[src/rtl/captcha_phase_sequencer.sv]
// captcha_phase_sequencer
//
// Runs a chain of CAPTCHA animation sub-blocks one at a time: challenge phases
// 0..NUM_PHASES-2, then a character comparison, then the result phase
// NUM_PHASES-1. Failed attempts restart the chain until MAX_ATTEMPTS is used up.
//
// Ports
//   clock_i              system clock
//   reset_n_i            asynchronous active-low reset
//   enable_i             run request; low returns to IDLE and clears everything
//   phase_done_i         per-phase completion level, only the active bit matters
//   phase_pixel_data_i   16 bits per phase, phase k at [16k +: 16]
//   phase_led_i          16 bits per phase, same packing
//   act_chars_i          displayed characters, char i at [CHAR_WIDTH*i +: CHAR_WIDTH]
//   inp_chars_i          user characters, same packing
//   phase_run_o          one-hot run enable; sub-block k is held in reset when low
//   active_phase_o       index of the running phase
//   pixel_data_o, led_o  data of the active phase, zero in IDLE and RETRY
//   match_count_o        matches found in the latest comparison
//   attempts_o           failed attempts so far
//   pass_o, fail_o       sticky outcome flags
//
// state   | meaning
// --------+---------------------------------------------------------------
// IDLE    | not enabled, nothing running
// RUN     | challenge phase active_phase running, timeout timer active
// COMPARE | one character compared per cycle, last challenge phase held
// RESULT  | result phase running, waiting for its done flag
// RETRY   | one cycle with every sub-block in reset before a new attempt
// PASS    | terminal, result screen kept visible
// FAIL    | terminal, result screen kept visible
module captcha_phase_sequencer #(
    parameter int NUM_PHASES     = 3,
    parameter int CHAR_COUNT     = 6,
    parameter int CHAR_WIDTH     = 5,
    parameter int PASS_THRESHOLD = 6,
    parameter int TIMEOUT_CYCLES = 0,
    parameter int MAX_ATTEMPTS   = 3
) (
    input  logic                               clock_i,
    input  logic                               reset_n_i,
    input  logic                               enable_i,
    input  logic [NUM_PHASES-1:0]              phase_done_i,
    input  logic [16*NUM_PHASES-1:0]           phase_pixel_data_i,
    input  logic [16*NUM_PHASES-1:0]           phase_led_i,
    input  logic [CHAR_COUNT*CHAR_WIDTH-1:0]   act_chars_i,
    input  logic [CHAR_COUNT*CHAR_WIDTH-1:0]   inp_chars_i,
    output logic [NUM_PHASES-1:0]              phase_run_o,
    output logic [$clog2(NUM_PHASES)-1:0]      active_phase_o,
    output logic [15:0]                        pixel_data_o,
    output logic [15:0]                        led_o,
    output logic [$clog2(CHAR_COUNT+1)-1:0]    match_count_o,
    output logic [$clog2(MAX_ATTEMPTS+1)-1:0]  attempts_o,
    output logic                               pass_o,
    output logic                               fail_o
);

    localparam int PH_W = $clog2(NUM_PHASES);
    localparam int MC_W = $clog2(CHAR_COUNT + 1);
    localparam int AT_W = $clog2(MAX_ATTEMPTS + 1);
    localparam int CI_W = (CHAR_COUNT > 1) ? $clog2(CHAR_COUNT) : 1;
    localparam int TM_W = (TIMEOUT_CYCLES > 1) ? $clog2(TIMEOUT_CYCLES) : 1;

    localparam logic [PH_W-1:0]       LAST_CHAL = PH_W'(NUM_PHASES - 2);
    localparam logic [PH_W-1:0]       RES_PH    = PH_W'(NUM_PHASES - 1);
    localparam logic [NUM_PHASES-1:0] RUN_FIRST = NUM_PHASES'(1);
    localparam logic [NUM_PHASES-1:0] RUN_RES   = RUN_FIRST << (NUM_PHASES - 1);
    localparam logic [CI_W-1:0]       CI_LAST   = CI_W'(CHAR_COUNT - 1);
    localparam logic [MC_W-1:0]       MC_MAX    = MC_W'(CHAR_COUNT);
    localparam logic [MC_W-1:0]       MC_THR    = MC_W'(PASS_THRESHOLD);
    localparam logic [AT_W-1:0]       AT_MAX    = AT_W'(MAX_ATTEMPTS);
    localparam logic [TM_W-1:0]       TM_LOAD   = TM_W'((TIMEOUT_CYCLES > 0) ? TIMEOUT_CYCLES - 1 : 0);

    typedef enum logic [2:0] {
        S_IDLE, S_RUN, S_COMPARE, S_RESULT, S_RETRY, S_PASS, S_FAIL
    } state_t;

    state_t                  state_q;
    logic [NUM_PHASES-1:0]   phase_run_q;
    logic [PH_W-1:0]         active_phase_q;
    logic [MC_W-1:0]         match_count_q;
    logic [AT_W-1:0]         attempts_q;
    logic [CI_W-1:0]         cmp_idx_q;
    logic [TM_W-1:0]         timer_q;
    logic                    pass_q;
    logic                    fail_q;

    logic                    char_hit;
    logic                    timeout_hit;
    logic                    show_data;
    logic [15:0]             pixel_d;
    logic [15:0]             led_d;

    always_comb begin
        char_hit = 1'b0;
        for (int i = 0; i < CHAR_COUNT; i++) begin
            if (cmp_idx_q == CI_W'(i)) begin
                char_hit = (inp_chars_i[CHAR_WIDTH*i +: CHAR_WIDTH] ==
                            act_chars_i[CHAR_WIDTH*i +: CHAR_WIDTH]);
            end
        end
    end

    // Down-counter loaded on every phase entry; terminal count of zero means
    // TIMEOUT_CYCLES cycles have elapsed in the current challenge phase.
    assign timeout_hit = (TIMEOUT_CYCLES != 0) && (timer_q == '0);

    // Pixel path stays combinational so the compositor adds no latency.
    assign show_data = (state_q != S_IDLE) && (state_q != S_RETRY);

    always_comb begin
        pixel_d = '0;
        led_d   = '0;
        for (int k = 0; k < NUM_PHASES; k++) begin
            if (show_data && (active_phase_q == PH_W'(k))) begin
                pixel_d = phase_pixel_data_i[16*k +: 16];
                led_d   = phase_led_i[16*k +: 16];
            end
        end
    end

    always_ff @(posedge clock_i or negedge reset_n_i) begin
        if (!reset_n_i) begin
            state_q        <= S_IDLE;
            phase_run_q    <= '0;
            active_phase_q <= '0;
            match_count_q  <= '0;
            attempts_q     <= '0;
            cmp_idx_q      <= '0;
            timer_q        <= '0;
            pass_q         <= 1'b0;
            fail_q         <= 1'b0;
        end else if (!enable_i) begin
            state_q        <= S_IDLE;
            phase_run_q    <= '0;
            active_phase_q <= '0;
            match_count_q  <= '0;
            attempts_q     <= '0;
            cmp_idx_q      <= '0;
            timer_q        <= '0;
            pass_q         <= 1'b0;
            fail_q         <= 1'b0;
        end else begin
            case (state_q)
                S_IDLE, S_RETRY: begin
                    state_q        <= S_RUN;
                    phase_run_q    <= RUN_FIRST;
                    active_phase_q <= '0;
                    match_count_q  <= '0;
                    cmp_idx_q      <= '0;
                    timer_q        <= TM_LOAD;
                end
                S_RUN: begin
                    if (phase_done_i[active_phase_q]) begin
                        if (active_phase_q == LAST_CHAL) begin
                            // phase_run stays on the last challenge so its chars hold
                            state_q       <= S_COMPARE;
                            cmp_idx_q     <= '0;
                            match_count_q <= '0;
                        end else begin
                            phase_run_q    <= phase_run_q << 1;
                            active_phase_q <= active_phase_q + PH_W'(1);
                            timer_q        <= TM_LOAD;
                        end
                    end else if (timeout_hit) begin
                        state_q        <= S_RESULT;
                        phase_run_q    <= RUN_RES;
                        active_phase_q <= RES_PH;
                        match_count_q  <= '0;
                    end else if (timer_q != '0) begin
                        timer_q <= timer_q - TM_W'(1);
                    end
                end
                S_COMPARE: begin
                    if (char_hit && (match_count_q != MC_MAX)) begin
                        match_count_q <= match_count_q + MC_W'(1);
                    end
                    if (cmp_idx_q == CI_LAST) begin
                        state_q        <= S_RESULT;
                        phase_run_q    <= RUN_RES;
                        active_phase_q <= RES_PH;
                    end else begin
                        cmp_idx_q <= cmp_idx_q + CI_W'(1);
                    end
                end
                S_RESULT: begin
                    if (phase_done_i[RES_PH]) begin
                        if (match_count_q >= MC_THR) begin
                            state_q <= S_PASS;
                            pass_q  <= 1'b1;
                        end else begin
                            if (attempts_q != AT_MAX) begin
                                attempts_q <= attempts_q + AT_W'(1);
                            end
                            if ((attempts_q + AT_W'(1)) >= AT_MAX) begin
                                state_q <= S_FAIL;
                                fail_q  <= 1'b1;
                            end else begin
                                // one cycle with every sub-block held in reset
                                state_q        <= S_RETRY;
                                phase_run_q    <= '0;
                                active_phase_q <= '0;
                            end
                        end
                    end
                end
                S_PASS, S_FAIL: begin
                    phase_run_q    <= RUN_RES;
                    active_phase_q <= RES_PH;
                end
                default: begin
                    state_q     <= S_IDLE;
                    phase_run_q <= '0;
                end
            endcase
        end
    end

    assign phase_run_o    = phase_run_q;
    assign active_phase_o = active_phase_q;
    assign pixel_data_o   = pixel_d;
    assign led_o          = led_d;
    assign match_count_o  = match_count_q;
    assign attempts_o     = attempts_q;
    assign pass_o         = pass_q;
    assign fail_o         = fail_q;

endmodule

[config.mk]
export PLATFORM = sky130hd
export DESIGN_NAME = captcha_phase_sequencer
export DESIGN_NICKNAME = d
export VERILOG_FILES = /design/src/rtl/captcha_phase_sequencer.sv
export SDC_FILE = /design/constraint.sdc
export NUM_CORES = 1
export LEC_CHECK = 0
export ABC_AREA = 1
export ABC_CLOCK_PERIOD_IN_PS = 1900
export CAP_MARGIN = 20
export CORE_UTILIZATION = 33
export DETAILED_ROUTE_END_ITERATION = 7
export PLACE_DENSITY = 0.79
export SYNTH_ARGS = -nofsm -noshare
export SYNTH_HDL_FRONTEND = slang
export SYNTH_SLANG_ARGS = --single-unit
[constraint.sdc]
create_clock -name clock_i -period 1.9 [get_ports clock_i]
set_input_delay 0.285 -clock clock_i [delete_from_list [all_inputs] [get_ports clock_i]]
set_output_delay 0.285 -clock clock_i [all_outputs]
set_load 0.01 [all_outputs]
==> flow_metrics.tcl, run 1 <==
set metrics [dict create \
    cts_tree "yes" \
    status "finished with violations" \
    synth_seq_cells 18 \
    clock_power_share 0.049 \
    wire_per_inst_um 15.6 \
    p_sw_uw 2540 \
    skew_ns 0.00125 \
    nets 821 \
    path_clk_slew_ns 0.07 \
    cp_max_fo 7 \
    syn_nets 580 \
    maxCapViolCount 0 \
    finalCriticalPeriod_ns 2.01 \
    crit_arrival_ns 1.72 \
    antenna_found_initial 0 \
    rsz0062_at_grt "true" \
    drc_errors 0 \
    synth_cells 406 \
    row_count 31 \
    syn-cell-area_um2 2460 \
    synth_cell_types 36 \
    wirelength_um 11600 \
    grt_pass1_vias 3536 \
    post_synth_and_or_nand_nor_area_fraction 0.411 \
    cpPeakStageDelay_ns 0.44 \
    internal_power_uw 2940 \
    seq_area_frac_synth 0.183 \
    cts-root-buf "clkbuf_8" \
    die_area_um2 7810 \
    clk_latency_ns 0.26 \
    grt.overflow.total 0 \
    maxSlewViolCount 0 \
    worstPathRequired_ns 1.62 \
    n_antenna_cell 0 \
    hpwl_um 8260 \
    ir_drop_mv 0.662 \
    worst_setup_path_start_kind "flip-flop" \
    coreArea_um2 7210 \
    final_common_cell "clkdlybuf4s50_1" \
    slew_headroom 0.683 \
    cp-end-kind "output port" \
    setup_viol 24 \
    power_density_nw_per_um2 1030 \
    cts_sinks 18 \
    synth_compound_area_frac 0.183 \
    synth-xor-area-share 0.0427 \
    synth_top_cell_by_area "dfrtp_1" \
    dieWidth_um 88.4 \
    fmax_mhz 498 \
    p_total_uw 5470 \
    drtPass1Iterations 4 \
    die_h_um 88.4 \
    p_leak_uw 0.00238 \
    synth_mux_area_frac 0 \
    switching_share 0.464 \
    worstSetupPathType "reg2out" \
    grt_max_degree 33 \
    min_period_over_period 1.06 \
    fin_ws_ns -0.109 \
    r2r-start "active_phase_o[0]" \
    hp-class "in2async" \
    power_frac_comb 0.849 \
    multi_input_comb_area_um2 1890 \
    pre_cts_slack_ns -0.196 \
    start_util 0.341 \
    routed_via_density 5.29 \
    final_cell_mix "clkdlybuf4s50_1 (173), nand2_1 (62), nor2_1 (54)" \
    synthTopCellsByArea "dfrtp_1 (18%), nand2_1 (9.9%), nand3_1 (9.6%)" \
    io_buffers 205 \
    failed_checks "negative setup slack" \
    grt_pass1_wl_um 15800 \
    yosys_warnings 0 \
    gp_congestion 0.934 \
    fillers 543 \
    via_count 3937 \
    synthToLayoutAreaGrowth_pct 116 \
    cts_max_level 1 \
    syn_area_per_cell_um2 6.06 \
    hold_violations 0 \
    seq_power_share 0.102 \
    cts_inserted_buffers 3 \
    synth_fa_ha_area_frac 0.0610 \
    slowest_stage "dfrtp_1" \
    crit_path_frequent_cell "buf_12" \
    layout-drive-gt1-share 0.217 \
    synth.top_cell.area_share 0.183 \
    tightestPinTransition_ns 0.471 \
    antenna_left 0 \
    whs_ns 0.361 \
    ff_latch_area_um2 452 \
    io_pins 206 \
    synth_top_family_by_area "simple AND/OR/NAND/NOR gates" \
    crit_start "active_phase_o[0]" \
    drt_iter0_drc 213 \
    grtUsageTotal 0.255 \
    clk_path_buf_depth 2 \
    r2r_setup_slack_ns 0.06 \
    cp_cell_sequence "ha_4 -> inv_8 -> buf_12 -> buf_12 -> nand4_1 -> a31oi_4 -> buf_6" \
]
[routing by layer]
metal | GRT usage | part of all wire | vias to the layer above
li1 | - | - | 1893
met1 | 0.305 | 0.40 | 1820
met2 | 0.448 | 0.50 | 193
met3 | 0.0578 | 0.080 | 31
met4 | 0.0836 | 0.022 | 0
met5 | 0 | 0 | -
[worst paths after layout]
path / cells after the start / endpoint
max: 7 / pixel_data_o[0]
min: 2 / match_count_o[0]
max reg2reg: 12 / active_phase_o[0]
min reg2reg: 2 / fail_o
max in group asynchronous: 2 / cmp_idx_q[0]
min in group clock_i: 2 / fail_o
[metrics by stage]
stage               TNS (ns)   util  instance area [µm²]  std cells
global route           -3.33  0.738                 5320        744
floorplan                  0      -                 2460        406
finish                -0.829  0.738                 5320        744
detailed placement     -5.08  0.676                 4880        722
global placement       -3.78  0.676                 4880        722
CTS                   -0.141  0.693                 5000        732
[cell type report]
| type | count | share of cell area |
|---|---|---|
| Sequential cell | 18 | 0.0848 |
| Multi-Input combinational cell | 315 | 0.355 |
| Tap cell | 99 | 0.0233 |
| Clock buffer | 3 | 0.00776 |
| Timing Repair Buffer | 260 | 0.493 |
| Inverter | 49 | 0.0364 |
[synthesized netlist by cell type, drive strengths merged]
master,number
nand2,69
nor2,63
inv,48
nand3,47
a31oi,34
nand4,33
o21ai,21
dfrtp,18
buf,14
ha,12
clkbuf,10
a21oi,7
xnor2,7
xor2,5
nor3,4
o22ai,3
o2111ai,2
o31ai,2
a221oi,1
a22o,1
a22oi,1
clkinv,1
nor4,1
o311ai,1
or2,1
[cells by family (layout without fill, tap and decap cells)]
logic type,Yosys count,after routing
AND/OR/NAND/NOR,218,218
flip-flops,18,18
buffers and inverters,73,312
adder cells (fa/ha/maj),12,12
XOR/XNOR,12,12
AO/OA/AOI/OAI,73,73
[state kept, by name, summed over array words and instances (netlist names)]
register and cells:
pass_o 1, state_q 3, fail_o 1, phase_run_o 3, match_count_o 3, active_phase_o 2
attempts_o 2, cmp_idx_q 3
[power groups by stage]
| stage | Combinational (µW) | Clock, µW | Sequential [µW] |
|---|---|---|---|
| after floorplan | 1790 | 0 | 579 |
| after global placement | 4010 | 0 | 543 |
| after detailed placement | 4060 | 0 | 548 |
| after CTS | 4090 | 274 | 551 |
| after global routing | 4990 | 290 | 566 |
| final | 4650 | 269 | 558 |
[repair_timing]
action,in CTS,in global routing
gates cloned,5,4
hold buffers,0,0
gates resized for setup,157,37
pin swaps,10,49
setup endpoints to repair,35,39
setup buffers,3,8
[worst max-delay path, delay by kind of cell (launching register included)]
family | cells | cell delay (ns)
DFF | 1 | 0.44
adders and majority gates | 1 | 0.22
AOI/OAI and AO/OA | 1 | 0.22
and+or+nand+nor | 1 | 0.18
buffers and inverters | 4 | 0.41
Power figures use the tool's default switching activity.
==> run 2, diff against run 1 <==
- SKIP_LAST_GASP: default -> 1
==> flow_metrics.tcl, run 2 (synthesis results as in run 1) <==
set metrics [dict create \
    layout-drive-gt1-share 0.209 \
    grtUsageTotal 0.255 \
    dieWidth_um 88.4 \
    io_pins 206 \
    final_cell_mix "clkdlybuf4s50_1 (173), nand2_1 (62), nor2_1 (55)" \
    cts_max_level 1 \
    hp-class "in2async" \
    cts-root-buf "clkbuf_8" \
    rsz0062_at_grt "true" \
    path_buf_inv 4 \
    routed_via_density 5.26 \
    multi_input_comb_area_um2 1860 \
    fmax_mhz 497 \
    cts_inserted_buffers 3 \
    synthToLayoutAreaGrowth_pct 115 \
    worst_setup_path_start_kind "flip-flop" \
    hpwl_um 8260 \
    clk_latency_ns 0.26 \
    gp_congestion 0.934 \
    cp-end-kind "output port" \
    ir_drop_mv 0.661 \
    path_clk_slew_ns 0.07 \
    skew_ns 0.00174 \
    seq_power_share 0.103 \
    internal_power_uw 2920 \
    cpPeakStageDelay_ns 0.44 \
    start_util 0.341 \
    cp_cell_sequence "ha_4 -> inv_8 -> buf_12 -> buf_12 -> nand4_1 -> a31oi_4 -> buf_6" \
    cts_tree "yes" \
    tightestPinTransition_ns 0.294 \
    power_frac_comb 0.848 \
    p_sw_uw 2510 \
    top_usage_layer "met2" \
    min_period_over_period 1.06 \
    setup_viol 25 \
    met1_usage 0.305 \
    clk_path_buf_depth 2 \
    die_area_um2 7810 \
    antenna_left 0 \
    coreArea_um2 7210 \
    p_leak_uw 0.00238 \
    wirelength_um 11600 \
    use_met3 0.0578 \
    crit_path_frequent_cell "buf_12" \
    met2_usage 0.448 \
    slew_headroom 0.802 \
    die_h_um 88.4 \
    dpl.cell_count 722 \
    slowest_stage "dfrtp_1" \
    io_buffers 205 \
    row_count 31 \
    power_density_nw_per_um2 1030 \
    worstSetupPathType "reg2out" \
    nets 821 \
    hold_violations 0 \
    holdBufCountCts 0 \
    switching_share 0.462 \
    crit_family "flip-flops" \
    maxCapViolCount 0 \
    grt_pass1_wl_um 15800 \
    via_count 3913 \
    drc_errors 0 \
    worstPathRequired_ns 1.62 \
    antenna_found_initial 0 \
    ff_latch_area_um2 452 \
    maxSlewViolCount 0 \
    failed_checks "negative setup slack" \
    final_common_cell "clkdlybuf4s50_1" \
    drtPass1Iterations 5 \
    n_antenna_cell 0 \
    cp_max_fo 7 \
    wire_per_inst_um 15.5 \
    drt_iter0_drc 158 \
    fillers 548 \
    crit_arrival_ns 1.73 \
    grt_max_degree 33 \
    grt.overflow.total 0 \
    finalCriticalPeriod_ns 2.01 \
    status "finished with violations" \
    final_cells 744 \
    fin_ws_ns -0.113 \
    whs_ns 0.358 \
    clock_power_share 0.050 \
    grt_pass1_vias 3536 \
    cts_sinks 18 \
]
-- run 2: cell types whose count changed in the layout (fill, tap and decap cells not counted) --
cell	delta
nor3_2	+1
nor2_1	+1
nor2_2	-1
nand3_1	+4
nor3_4	-1
nand3_2	-4
-- run 2: final timing paths --
| check | start | end | slack, ns | cells past startpoint |
|---|---|---|---|---|
| max in group asynchronous | reset_n_i | cmp_idx_q[0] | 1.32 | 2 |
| worst min-delay path | reset_n_i | match_count_o[0] | 0.36 | 2 |
| worst max-delay path | active_phase_o[0] | pixel_data_o[0] | -0.11 | 7 |
| worst max register to register | active_phase_o[0] | active_phase_o[0] | 0.06 | 12 |
| worst min register to register | fail_o | fail_o | 0.50 | 2 |
| min in group clock_i | fail_o | fail_o | 0.50 | 2 |
-- run 2: what timing repair did --
item / in CTS / in global routing
resized for setup: 157 / 31
endpoints found under the hold margin: 0 / 0
setup endpoints to repair: 35 / 39
pin swaps: 10 / 47
buffers inserted: 3 / 8
gates cloned: 5 / 4
-- run 2: worst reg2reg max path, cell delays in order, from the launching register on --
cell	delay, ns
dfrtp_1	0.44
inv_2	0.11
buf_4	0.15
buf_4	0.14
nand2_1	0.05
o22ai_1	0.07
o21ai_2	0.12
inv_2	0.07
nor2_4	0.12
nand2_4	0.06
a31oi_2	0.24
nand3_1	0.10
o21ai_1	0.09
-- run 2: area by class of cell --
class / count / area share
clock buffer: 3 / 0.00780
inverter: 49 / 0.0366
multi-input combinational: 315 / 0.352
sequential: 18 / 0.0853
tap: 99 / 0.0234
timing repair buffer: 260 / 0.495
-- run 2: power by group through the flow --
stage	combinational [µW]	clock [µW]	sequential, µW
6_report	4610	269	558
5_1_grt	4950	290	566
4_1_cts	4090	274	551
3_5_place_dp	4060	0	548
3_3_place_gp	4010	0	543
2_1_floorplan	1790	0	579
-- run 2: per-stage QoR --
step / setup WS [ns] / power [µW] / utilization / area, µm² / setup TNS [ns]
2_1_floorplan: 0.0299 / 2370 / - / 2460 / 0
3_3_place_gp: -0.148 / 4550 / 0.676 / 4880 / -3.78
3_5_place_dp: -0.196 / 4610 / 0.676 / 4880 / -5.08
4_1_cts: -0.0288 / 4910 / 0.693 / 5000 / -0.141
5_1_grt: -0.154 / 5810 / 0.734 / 5300 / -3.27
6_report: -0.113 / 5440 / 0.734 / 5300 / -0.816
-- run 2: per-layer routing --
metal / wire length (µm) / vias to the layer above / share of wire
met4: 262 / 0 / 0.023
met5: 0 / - / 0
met1: 4700 / 1806 / 0.41
li1: - / 1890 / -
met3: 892 / 29 / 0.077
met2: 5700 / 188 / 0.49
